$ cat src/rtl/chu_vga_fade_pkg.sv
// Shared types, register offsets and the channel scaler for the VGA fade stage.
package chu_vga_fade_pkg;

    localparam int FADE_CD  = 12;
    localparam int FADE_CW  = FADE_CD / 3;
    localparam int FADE_LW  = 4;
    localparam int FADE_FPW = 8;

    typedef enum logic [1:0] {
        IDLE     = 2'd0,
        FADE_IN  = 2'd1,
        FADE_OUT = 2'd2
    } fade_state_t;

    localparam logic [1:0] REG_SET    = 2'd0;
    localparam logic [1:0] REG_FADE   = 2'd1;
    localparam logic [1:0] REG_BYPASS = 2'd2;

    // (c * (L+1)) >> LW; the top level therefore maps to identity.
    function automatic logic [FADE_CW-1:0] scale_ch(input logic [FADE_CW-1:0] c,
                                                    input logic [FADE_LW-1:0] l);
        logic [FADE_CW+FADE_LW:0] c_w;
        logic [FADE_CW+FADE_LW:0] l_w;
        logic [FADE_CW+FADE_LW:0] prod;
        c_w      = {{(FADE_LW+1){1'b0}}, c};
        l_w      = {{(FADE_CW+1){1'b0}}, l} + {{(FADE_CW+FADE_LW){1'b0}}, 1'b1};
        prod     = c_w * l_w;
        scale_ch = prod[FADE_LW +: FADE_CW];
    endfunction

endpackage

$ cat src/rtl/chu_vga_fade_buf.sv
// Two-entry valid/ready FIFO between the fade scaler and the sync core.
module chu_vga_fade_buf #(
    parameter int W = 13
) (
    input  logic         clk,
    input  logic         reset_n,
    input  logic [W-1:0] push_data_i,
    input  logic         push_valid_i,
    output logic         push_ready_o,
    output logic [W-1:0] pop_data_o,
    output logic         pop_valid_o,
    input  logic         pop_ready_i
);

    logic [W-1:0] mem_q [2];
    logic         wr_ptr_q;
    logic         rd_ptr_q;
    logic [1:0]   count_q;
    logic         push_s;
    logic         pop_s;

    assign push_ready_o = (count_q < 2'd2);
    assign pop_valid_o  = (count_q != 2'd0);
    assign pop_data_o   = mem_q[rd_ptr_q];
    assign push_s       = push_valid_i & push_ready_o;
    assign pop_s        = pop_ready_i & pop_valid_o;

    // Storage, pointers and occupancy; simultaneous push and pop leave count unchanged.
    always_ff @(posedge clk or negedge reset_n) begin
        if (!reset_n) begin
            mem_q[0] <= '0;
            mem_q[1] <= '0;
            wr_ptr_q <= 1'b0;
            rd_ptr_q <= 1'b0;
            count_q  <= 2'd0;
        end else begin
            if (push_s) begin
                mem_q[wr_ptr_q] <= push_data_i;
                wr_ptr_q        <= ~wr_ptr_q;
            end
            if (pop_s) begin
                rd_ptr_q <= ~rd_ptr_q;
            end
            case ({push_s, pop_s})
                2'b10:   count_q <= count_q + 2'd1;
                2'b01:   count_q <= count_q - 2'd1;
                default: count_q <= count_q;
            endcase
        end
    end

endmodule

$ cat src/rtl/chu_vga_fade_stage.sv
// Brightness fade stage for the VGA stream: register slot, frame-locked fade FSM, scaler, 2-deep buffer.
// Optional `VGA_FADE_DONE_IRQ_EN adds a one-cycle fade_done pulse when a fade reaches its target.
module chu_vga_fade_stage
    import chu_vga_fade_pkg::*;
#(
    parameter int CD  = FADE_CD,
    parameter int LW  = FADE_LW,
    parameter int FPW = FADE_FPW
) (
    input  logic          clk,
    input  logic          reset_n,
    input  logic          cs,
    input  logic          write,
    input  logic [13:0]   addr,
    input  logic [31:0]   wr_data,
    input  logic [CD:0]   si_data,
    input  logic          si_valid,
    output logic          si_ready,
    output logic [CD:0]   so_data,
    output logic          so_valid,
    input  logic          so_ready
`ifdef VGA_FADE_DONE_IRQ_EN
    ,
    output logic          fade_done
`endif
);

    localparam int CW = CD / 3;
    localparam logic [LW-1:0]  LVL_MAX = {LW{1'b1}};
    localparam logic [LW-1:0]  LVL_ONE = {{(LW-1){1'b0}}, 1'b1};
    localparam logic [FPW-1:0] FPS_ONE = {{(FPW-1){1'b0}}, 1'b1};

    fade_state_t    state_q, state_d;
    logic [LW-1:0]  level_q, level_d;
    logic [LW-1:0]  applied_q, applied_d;
    logic [FPW-1:0] fps_q, fps_d;
    logic [FPW-1:0] cnt_q, cnt_d;
    logic           bypass_q, bypass_d;

    logic           wr_s, set_s, fade_s, bypass_wr_s;
    logic           start_s;
    logic [LW-1:0]  l_eff_s;
    logic [CD-1:0]  rgb_s, scaled_s, rgb_out_s;
    logic           unused_s;

    assign wr_s        = cs & write;
    assign set_s       = wr_s & (addr[1:0] == REG_SET);
    assign fade_s      = wr_s & (addr[1:0] == REG_FADE);
    assign bypass_wr_s = wr_s & (addr[1:0] == REG_BYPASS);
    assign start_s     = si_valid & si_ready & si_data[0];
    assign unused_s    = ^{addr[13:2], wr_data[31:8+FPW], wr_data[7:LW]};

    // A frame-start beat is scaled with the level it loads, so the new level lands tear-free.
    assign l_eff_s = start_s ? level_q : applied_q;
    assign rgb_s   = si_data[CD:1];

    for (genvar ch = 0; ch < 3; ch++) begin : g_ch
        assign scaled_s[ch*CW +: CW] = scale_ch(rgb_s[ch*CW +: CW], l_eff_s);
    end

    assign rgb_out_s = bypass_q ? rgb_s : scaled_s;

    // Control state registers.
    always_ff @(posedge clk or negedge reset_n) begin
        if (!reset_n) begin
            state_q   <= IDLE;
            level_q   <= LVL_MAX;
            applied_q <= LVL_MAX;
            fps_q     <= FPS_ONE;
            cnt_q     <= '0;
            bypass_q  <= 1'b0;
        end else begin
            state_q   <= state_d;
            level_q   <= level_d;
            applied_q <= applied_d;
            fps_q     <= fps_d;
            cnt_q     <= cnt_d;
            bypass_q  <= bypass_d;
        end
    end

    // Next state: register writes win over a fade step landing in the same cycle.
    always_comb begin
        state_d   = state_q;
        level_d   = level_q;
        fps_d     = fps_q;
        cnt_d     = cnt_q;
        bypass_d  = bypass_q;
        applied_d = start_s ? level_q : applied_q;
        if (set_s) begin
            level_d = wr_data[LW-1:0];
            state_d = IDLE;
        end else if (fade_s) begin
            fps_d = (wr_data[8 +: FPW] == '0) ? FPS_ONE : wr_data[8 +: FPW];
            cnt_d = '0;
            if (wr_data[0]) begin
                state_d = (level_q == LVL_MAX) ? IDLE : FADE_IN;
            end else begin
                state_d = (level_q == '0) ? IDLE : FADE_OUT;
            end
        end else if (bypass_wr_s) begin
            bypass_d = wr_data[0];
        end else if (start_s && (state_q != IDLE)) begin
            if (cnt_q == (fps_q - FPS_ONE)) begin
                cnt_d = '0;
                case (state_q)
                    FADE_IN: begin
                        if (level_q != LVL_MAX) begin
                            level_d = level_q + LVL_ONE;
                        end else begin
                            level_d = level_q;
                        end
                        state_d = (level_d == LVL_MAX) ? IDLE : FADE_IN;
                    end
                    FADE_OUT: begin
                        if (level_q != '0) begin
                            level_d = level_q - LVL_ONE;
                        end else begin
                            level_d = level_q;
                        end
                        state_d = (level_d == '0) ? IDLE : FADE_OUT;
                    end
                    default: state_d = IDLE;
                endcase
            end else begin
                cnt_d = cnt_q + FPS_ONE;
            end
        end else begin
            state_d = state_q;
        end
    end

`ifdef VGA_FADE_DONE_IRQ_EN
    logic done_q, done_d;

    // Completion only counts when the fade itself reached its target, not on a register write.
    always_comb begin
        if ((state_q != IDLE) && (state_d == IDLE) && !wr_s) begin
            done_d = 1'b1;
        end else begin
            done_d = 1'b0;
        end
    end

    // One-cycle completion pulse.
    always_ff @(posedge clk or negedge reset_n) begin
        if (!reset_n) begin
            done_q <= 1'b0;
        end else begin
            done_q <= done_d;
        end
    end

    assign fade_done = done_q;
`endif

    chu_vga_fade_buf #(
        .W (CD + 1)
    ) u_buf (
        .clk          (clk),
        .reset_n      (reset_n),
        .push_data_i  ({rgb_out_s, si_data[0]}),
        .push_valid_i (si_valid),
        .push_ready_o (si_ready),
        .pop_data_o   (so_data),
        .pop_valid_o  (so_valid),
        .pop_ready_i  (so_ready)
    );

endmodule
$ cat config.mk
export PLATFORM = sky130hd
export DESIGN_NAME = chu_vga_fade_stage
export DESIGN_NICKNAME = d
export VERILOG_FILES = /design/src/rtl/chu_vga_fade_pkg.sv /design/src/rtl/chu_vga_fade_buf.sv /design/src/rtl/chu_vga_fade_stage.sv
export SDC_FILE = /design/constraint.sdc
export NUM_CORES = 1
export LEC_CHECK = 0
export CAP_MARGIN = 5
export CORE_AREA = 2 2 100 102
export CTS_BUF_LIST = sky130_fd_sc_hd__clkbuf_2
export DETAILED_ROUTE_END_ITERATION = 10
export DIE_AREA = 0 0 102 104
export PLACE_DENSITY = 0.81
export SLEW_MARGIN = 10
export SYNTH_ARGS = -nofsm -noshare
export SYNTH_HDL_FRONTEND = slang
export SYNTH_SLANG_ARGS = --single-unit
$ cat constraint.sdc
create_clock -name clk -period 10.3 [get_ports clk]
set_clock_uncertainty 0.15 [all_clocks]
set_input_delay 1.03 -clock clk [delete_from_list [all_inputs] [get_ports clk]]
set_output_delay 1.03 -clock clk [all_outputs]
set_load 0.1 [all_outputs]
-- Word level (Yosys, flattened, before mapping)
Index checks and enable logic that the tools add are counted.
W data, S select, Z words.
- latch bits: 0
- memory bits (read-only): 0
- memories kept: 0
- bits in writable memories: 0
- output and inout bits: 15
- input bits: 65
- word-level logic and storage cells: 118
- register bits: 57
- $lt $le $gt $ge: 4
- divide/modulo/power cells: 0
- bitwise logic cells: 13
- multiplexer cells: 45
- shifts and indexed selects: 0
- equality and inequality tests: 14
- multipliers: 3
- reductions and logical operators: 21
- add/sub/neg operators: 7
- operators with widths (kind ; number):
    $mux W4 ; 20
    $mux W13 ; 4
    $mux W8 ; 5
    $bwmux W26 ; 1
    $mul A4 B9 Y8 ; 2
    $mux W2 ; 8
    $demux W13 S1 ; 1
    $mux W12 ; 1
    $reduce_bool A2 Y1 ; 6
    $reduce_and A3 Y1 ; 3
    $reduce_bool A3 Y1 ; 3
    $add A8 B1 Y8 const B ; 1
    $eq A4 B4 Y1 const B ; 2
    $eq A8 B8 Y1 ; 1
    $logic_not A4 Y1 ; 2
    $logic_not A8 Y1 ; 1
    $mul A4 B5 Y8 ; 1
    $pmux W2 S2 ; 2
    $pmux W4 S2 ; 1
    $sub A8 B1 Y8 const B ; 1
    $and A1 B1 Y1 ; 7
    $eq A2 B1 Y1 const B ; 3
    $eq A2 B2 Y1 const B ; 3
    $ne A2 B2 Y1 const B ; 3
    other kinds (18) ; 25

-- Depth between registers and ports, before layout
- word-level depth: 16
- gate-level depth with buffers: 19
- gate-level depth less buffers: 18

-- Cells and area by module
A second synthesis with hierarchy kept.
- cell total of the unflattened synthesis: 492
- area total of the unflattened synthesis: 4803.4 um^2
- by module, submodules not included (module ; seq. area each (um^2) ; instances ; cells an instance ; area each (um^2)):
    chu_vga_fade_stage ; 686.9 ; 1 ; 407 ; 3437.0
    chu_vga_fade_buf ; 750.7 ; 1 ; 85 ; 1366.3

-- Worst setup path before layout
OpenSTA, ideal clock, no wires.
- kind: input to register
- start: input port si_data[0]
- end: register u_buf.mem_q[6] (netlist name)
- required time: 10.018 ns
- data arrival time: 4.598 ns
- library setup time: 0.132 ns
- stages on the path: 17
- slack: 5.420 ns
- buffers on the path: 1
- cell sequence: nand3b_2 -> a21oi_2 -> inv_1 -> ha_1 -> xnor2_1 -> clkbuf_1 -> nand2_1 -> fa_1 -> fa_1 -> inv_1 -> ha_1 -> and4_1 -> a31o_2 -> a211oi_1 -> nor3_1 -> a21oi_1 -> o21ai_0
- word-level cells in the longest chain between the ends: 6
- ends and longest elaborated chain (what ; line ; RTL):
    start, declared ; chu_vga_fade_stage.sv:16 ; input logic [CD:0] si_data,
    $and A1 B1 Y1 ; chu_vga_fade_stage.sv:50 ; assign start_s = si_valid & si_ready & si_data[0];
    $mux W4 ; n/a ;
    $add A4 B1 Y5 ; chu_vga_fade_pkg.sv:26 ; l_w = {{(FADE_CW+1){1'b0}}, l} + {{(FADE_CW+FADE_LW){1'b0}}, 1'b1};
    $mul A4 B9 Y8 ; chu_vga_fade_pkg.sv:27 ; prod = c_w * l_w;
    $mux W12 ; chu_vga_fade_stage.sv:61 ; assign rgb_out_s = bypass_q ? rgb_s : scaled_s;
    $bwmux W26 ; chu_vga_fade_buf.sv:38 ; mem_q[wr_ptr_q] <= push_data_i;
    end signal, assigned by index ; chu_vga_fade_buf.sv:38 ;
    end, declared ; chu_vga_fade_buf.sv:15 ; logic [W-1:0] mem_q [2];
Every way passes these cells.
A chain may end at the register's enable or synchronous reset.

-- Worst setup path in the final report
- start: input port si_data[0]
- end: register u_buf.mem_q[10] (netlist name)
- word-level cells in the longest chain between the ends: 6
- ends and longest elaborated chain (what ; line):
    $and A1 B1 Y1 ; chu_vga_fade_stage.sv:50
    $mux W4 ; n/a
    $add A4 B1 Y5 ; chu_vga_fade_pkg.sv:26
    $mul A4 B5 Y8 ; chu_vga_fade_pkg.sv:27
    $mux W12 ; chu_vga_fade_stage.sv:61
    $bwmux W26 ; chu_vga_fade_buf.sv:38
Every way passes these cells.

==> impl_metrics.ini <==
[final_layout]
syn_to_final_growth_pct = 14.04
nets = 688
fin_util_pct = 55.57
final_cell_count_no_fill = 710
drive_gt1_share_pct = 10.75
antenna_cells = 0
fin_area_um2 = 5306

[floorplan]
die_area_um2 = 10610
dieHeight_um = 104
fp.dieW_um = 102
ios = 80
core-area_um2 = 9549
initial_core_util_pct = 48.73
rows = 36

[power]
ir_drop_v = 0.0001985
powerDensity_nw_per_um2 = 337.0
totalPowerFinal_mw = 1.788
cellLeakagePower_nw = 2.407

[detailed_routing]
drc_errors = 0
drtIter0Drc = 225
drtPass1Iterations = 5
ant_nets = 0
dr_total_vias = 3987
drt_wl_total_um = 10110
drt-vias-per-instance = 5.615
wl_per_cell_um = 14.24

[yosys]
synth_edf_count = 0
synth_ff_type = dfrtp_1
synth_seq_area_share_pct = 30.90
synthTopCellsByArea = dfrtp_1 (26%), ha_1 (9.7%), fa_1 (6.5%)
yosysWarningCount = 0
yosysTopAreaCell = dfrtp_1
ys_types = 63
synth_seq_cells = 57
async_reset_ff_share_pct = 100.0
synth_top_area_share_pct = 25.81
postSynthCellCount = 529
synthesis.area_um2 = 4653
synth_nets = 645
syn_avg_cell_area_um2 = 8.796

[timing]
slew_violations = 0
final-setup-viol-count = 0
finalCritPeriodShare_pct = 59.14
max_freq_ghz = 0.1642
rsz0062_at_grt = no
setup_tns_ns = 0
maxSlewHeadroom_pct = 32.59
fin_crit_ns = 6.091
worst_pin_slew_ns = 1.004
hold_viol_final = 0

[place]
placedCellCount = 694
place_hpwl_um = 7653
place.gp.congestion = 0.9070
port_buffers = 47
place_area_um2 = 5229

[worst_setup_path]
worstPathCellList = clkdlybuf4s50_1 > nand3b_2 > a21oi_2 > inv_1 > ha_1 > xnor2_1 > nand2_1 > fa_1 > inv_1 > fa_1 > ha_1 > and4_1 > a31o_2 > a211oi_1 > nor3_1 > a21oi_1 > o21ai_0
cpLargestDelayFamily = adder cells
critPathSlowestCell = xnor2_1
critPathMaxFanout = 12
reg2regPathDepth = 16
required_ns = 10.51
crit_type = input port to register
crit_arrival_ns = 6.30
worst-path-stages = 17
crit_path_max_incr_delay_ns = 0.81
cp-end-kind = register
worst-path-buf-inv = 3
cp-start-kind = input port

[outcome]
status = finished, final reports clean

[clock_tree]
clkLatencyLatePin_ns = 0.49
cts_resized = 0
root_buffer = clkbuf_2
cts_sinks = 57
htree_levels = 3
ctsHoldBuffers = 0
clk_pin_slew_worst_paths_ns = 0.13
cts_setup_buffers = 0
numCtsBuffers = 9
cts_tree = done
clockBufferDepth = 2

[flow_run]
cap_violations = 0

[grt]
antenna_found_initial = 0
grt_usage_pct = 20.34
grt_pass1_wl_um = 17390
grt_max_degree = 58
gr-total-overflow = 0
grt_pass1_vias = 3836

[worst_hold_path]
hp-class = register to register
holdPathStages = 2
power breakdown:
part	total [mW]	leakage (nW)	internal [mW]	switching, mW
Sequential	0.395	0.670	0.316	0.0790
Combinational	1.28	1.68	0.457	0.822
Clock	0.115	0.0613	0.0356	0.0791
registers in the layout (all words and copies together) (netlist names):
| name | count |
|---|---|
| u_buf.mem_q | 26 |
| applied_q | 4 |
| u_buf.count_q | 2 |
| level_q | 4 |
| state_q | 2 |
| bypass_q | 1 |
| fps_q | 8 |
| u_buf.rd_ptr_q | 1 |
| cnt_q | 8 |
| u_buf.wr_ptr_q | 1 |
layer usage:
metal | vias to the layer above | wire length [um] | track usage, %
li1 | 1937 | - | -
met1 | 1909 | 4381 | 26.31
met2 | 120 | 4983 | 33.88
met3 | 21 | 539 | 4.570
met4 | 0 | 208 | 5.905
met5 | - | 0 | 0
cell families (layout without fill, tap and decap cells):
| group | Yosys count | after routing | share of synthesized area (%) |
|---|---|---|---|
| buf+inv | 50 | 98 | 4.275 |
| xor+xnor | 29 | 29 | 5.458 |
| mux | 20 | 20 | 4.759 |
| fa+ha+maj | 51 | 51 | 16.13 |
| compound gates | 104 | 104 | 14.36 |
| flops | 57 | 57 | 30.90 |
| simple gates | 218 | 218 | 24.12 |
stage by stage:
| step | hold slack (ns) | setup slack (ns) |
|---|---|---|
| after floorplan | 0.2901 | 5.420 |
| after global placement | 0.3075 | 3.908 |
| after detailed placement | 0.3153 | 3.720 |
| after CTS | 0.3513 | 4.256 |
| after global routing | 0.3991 | 3.892 |
| final | 0.3484 | 4.209 |
final timing paths:
| kind | from | end | slack [ns] |
|---|---|---|---|
| max | si_data[0] | u_buf.mem_q[10]$_DFFE_PN0P_ | 4.21 |
| min | u_buf.mem_q[10]$_DFFE_PN0P_ | u_buf.mem_q[10]$_DFFE_PN0P_ | 0.35 |
| max reg2reg | u_buf.count_q[1]$_DFFE_PN0P_ | u_buf.mem_q[10]$_DFFE_PN0P_ | 4.83 |
| min reg2reg | u_buf.mem_q[10]$_DFFE_PN0P_ | u_buf.mem_q[10]$_DFFE_PN0P_ | 0.35 |
| max in group asynchronous | reset_n | u_buf.mem_q[11]$_DFFE_PN0P_ | 9.00 |
| min in group asynchronous | reset_n | fps_q[2]$_DFFE_PN0P_ | 0.49 |
cell type report:
type,instances,area (um^2)
fill,900,4243
multi-input combinational,422,3017
sequential,57,1438
timing repair buffer,50,488.0
tap,133,166.4
inverter,32,120.1
clock buffer,14,70.07
clock inverter,2,7.507
placed cells by master (no fill, tap or decap), drive strengths merged, types with 4 or more instances in the layout:
| cell type | count |
|---|---|
| xor2 | 11 |
| nor2 | 34 |
| nand4 | 4 |
| clkdlybuf4s50 | 46 |
| and3 | 9 |
| nor3 | 15 |
| or2 | 4 |
| nand2 | 76 |
| dfstp | 9 |
| fa | 15 |
| a22o | 4 |
| xnor2 | 18 |
| ha | 36 |
| clkbuf | 14 |
| o21ai | 30 |
| a21oi | 31 |
| nand3 | 14 |
| o311ai | 4 |
| inv | 31 |
| and2 | 33 |
| dfrtp | 48 |
| a31oi | 8 |
| nand3b | 10 |
| buf | 4 |
| o31ai | 6 |
| nor2b | 4 |
| mux2 | 17 |
synth_stat cells, types with 4 or more instances:
master and instances:
nand4_1 4, a21oi_1 30, o21ai_0 27, ha_1 36
nand3_1 14, a31oi_1 8, nor3_1 13, a22o_2 4
clkbuf_1 13, nor2_1 31, inv_1 31, dfstp_2 9
and2_1 33, xor2_1 11, nand3b_1 9, nand2_1 76
dfrtp_1 48, fa_1 15, xnor2_1 18, mux2_2 17
and3_1 9, nor2b_1 4, o31ai_1 6
worst register-to-register path, cell delays in order, from the launching register on:
cell	delay, ns
dfrtp_1	0.44
nand3b_2	0.35
a21oi_2	0.46
inv_1	0.15
ha_1	0.25
xnor2_1	0.81
nand2_1	0.16
fa_1	0.53
inv_1	0.06
fa_1	0.47
ha_1	0.29
and4_1	0.22
a31o_2	0.26
a211oi_1	0.25
nor3_1	0.09
a21oi_1	0.25
o21ai_0	0.13
(Power assumes the default switching activity.)
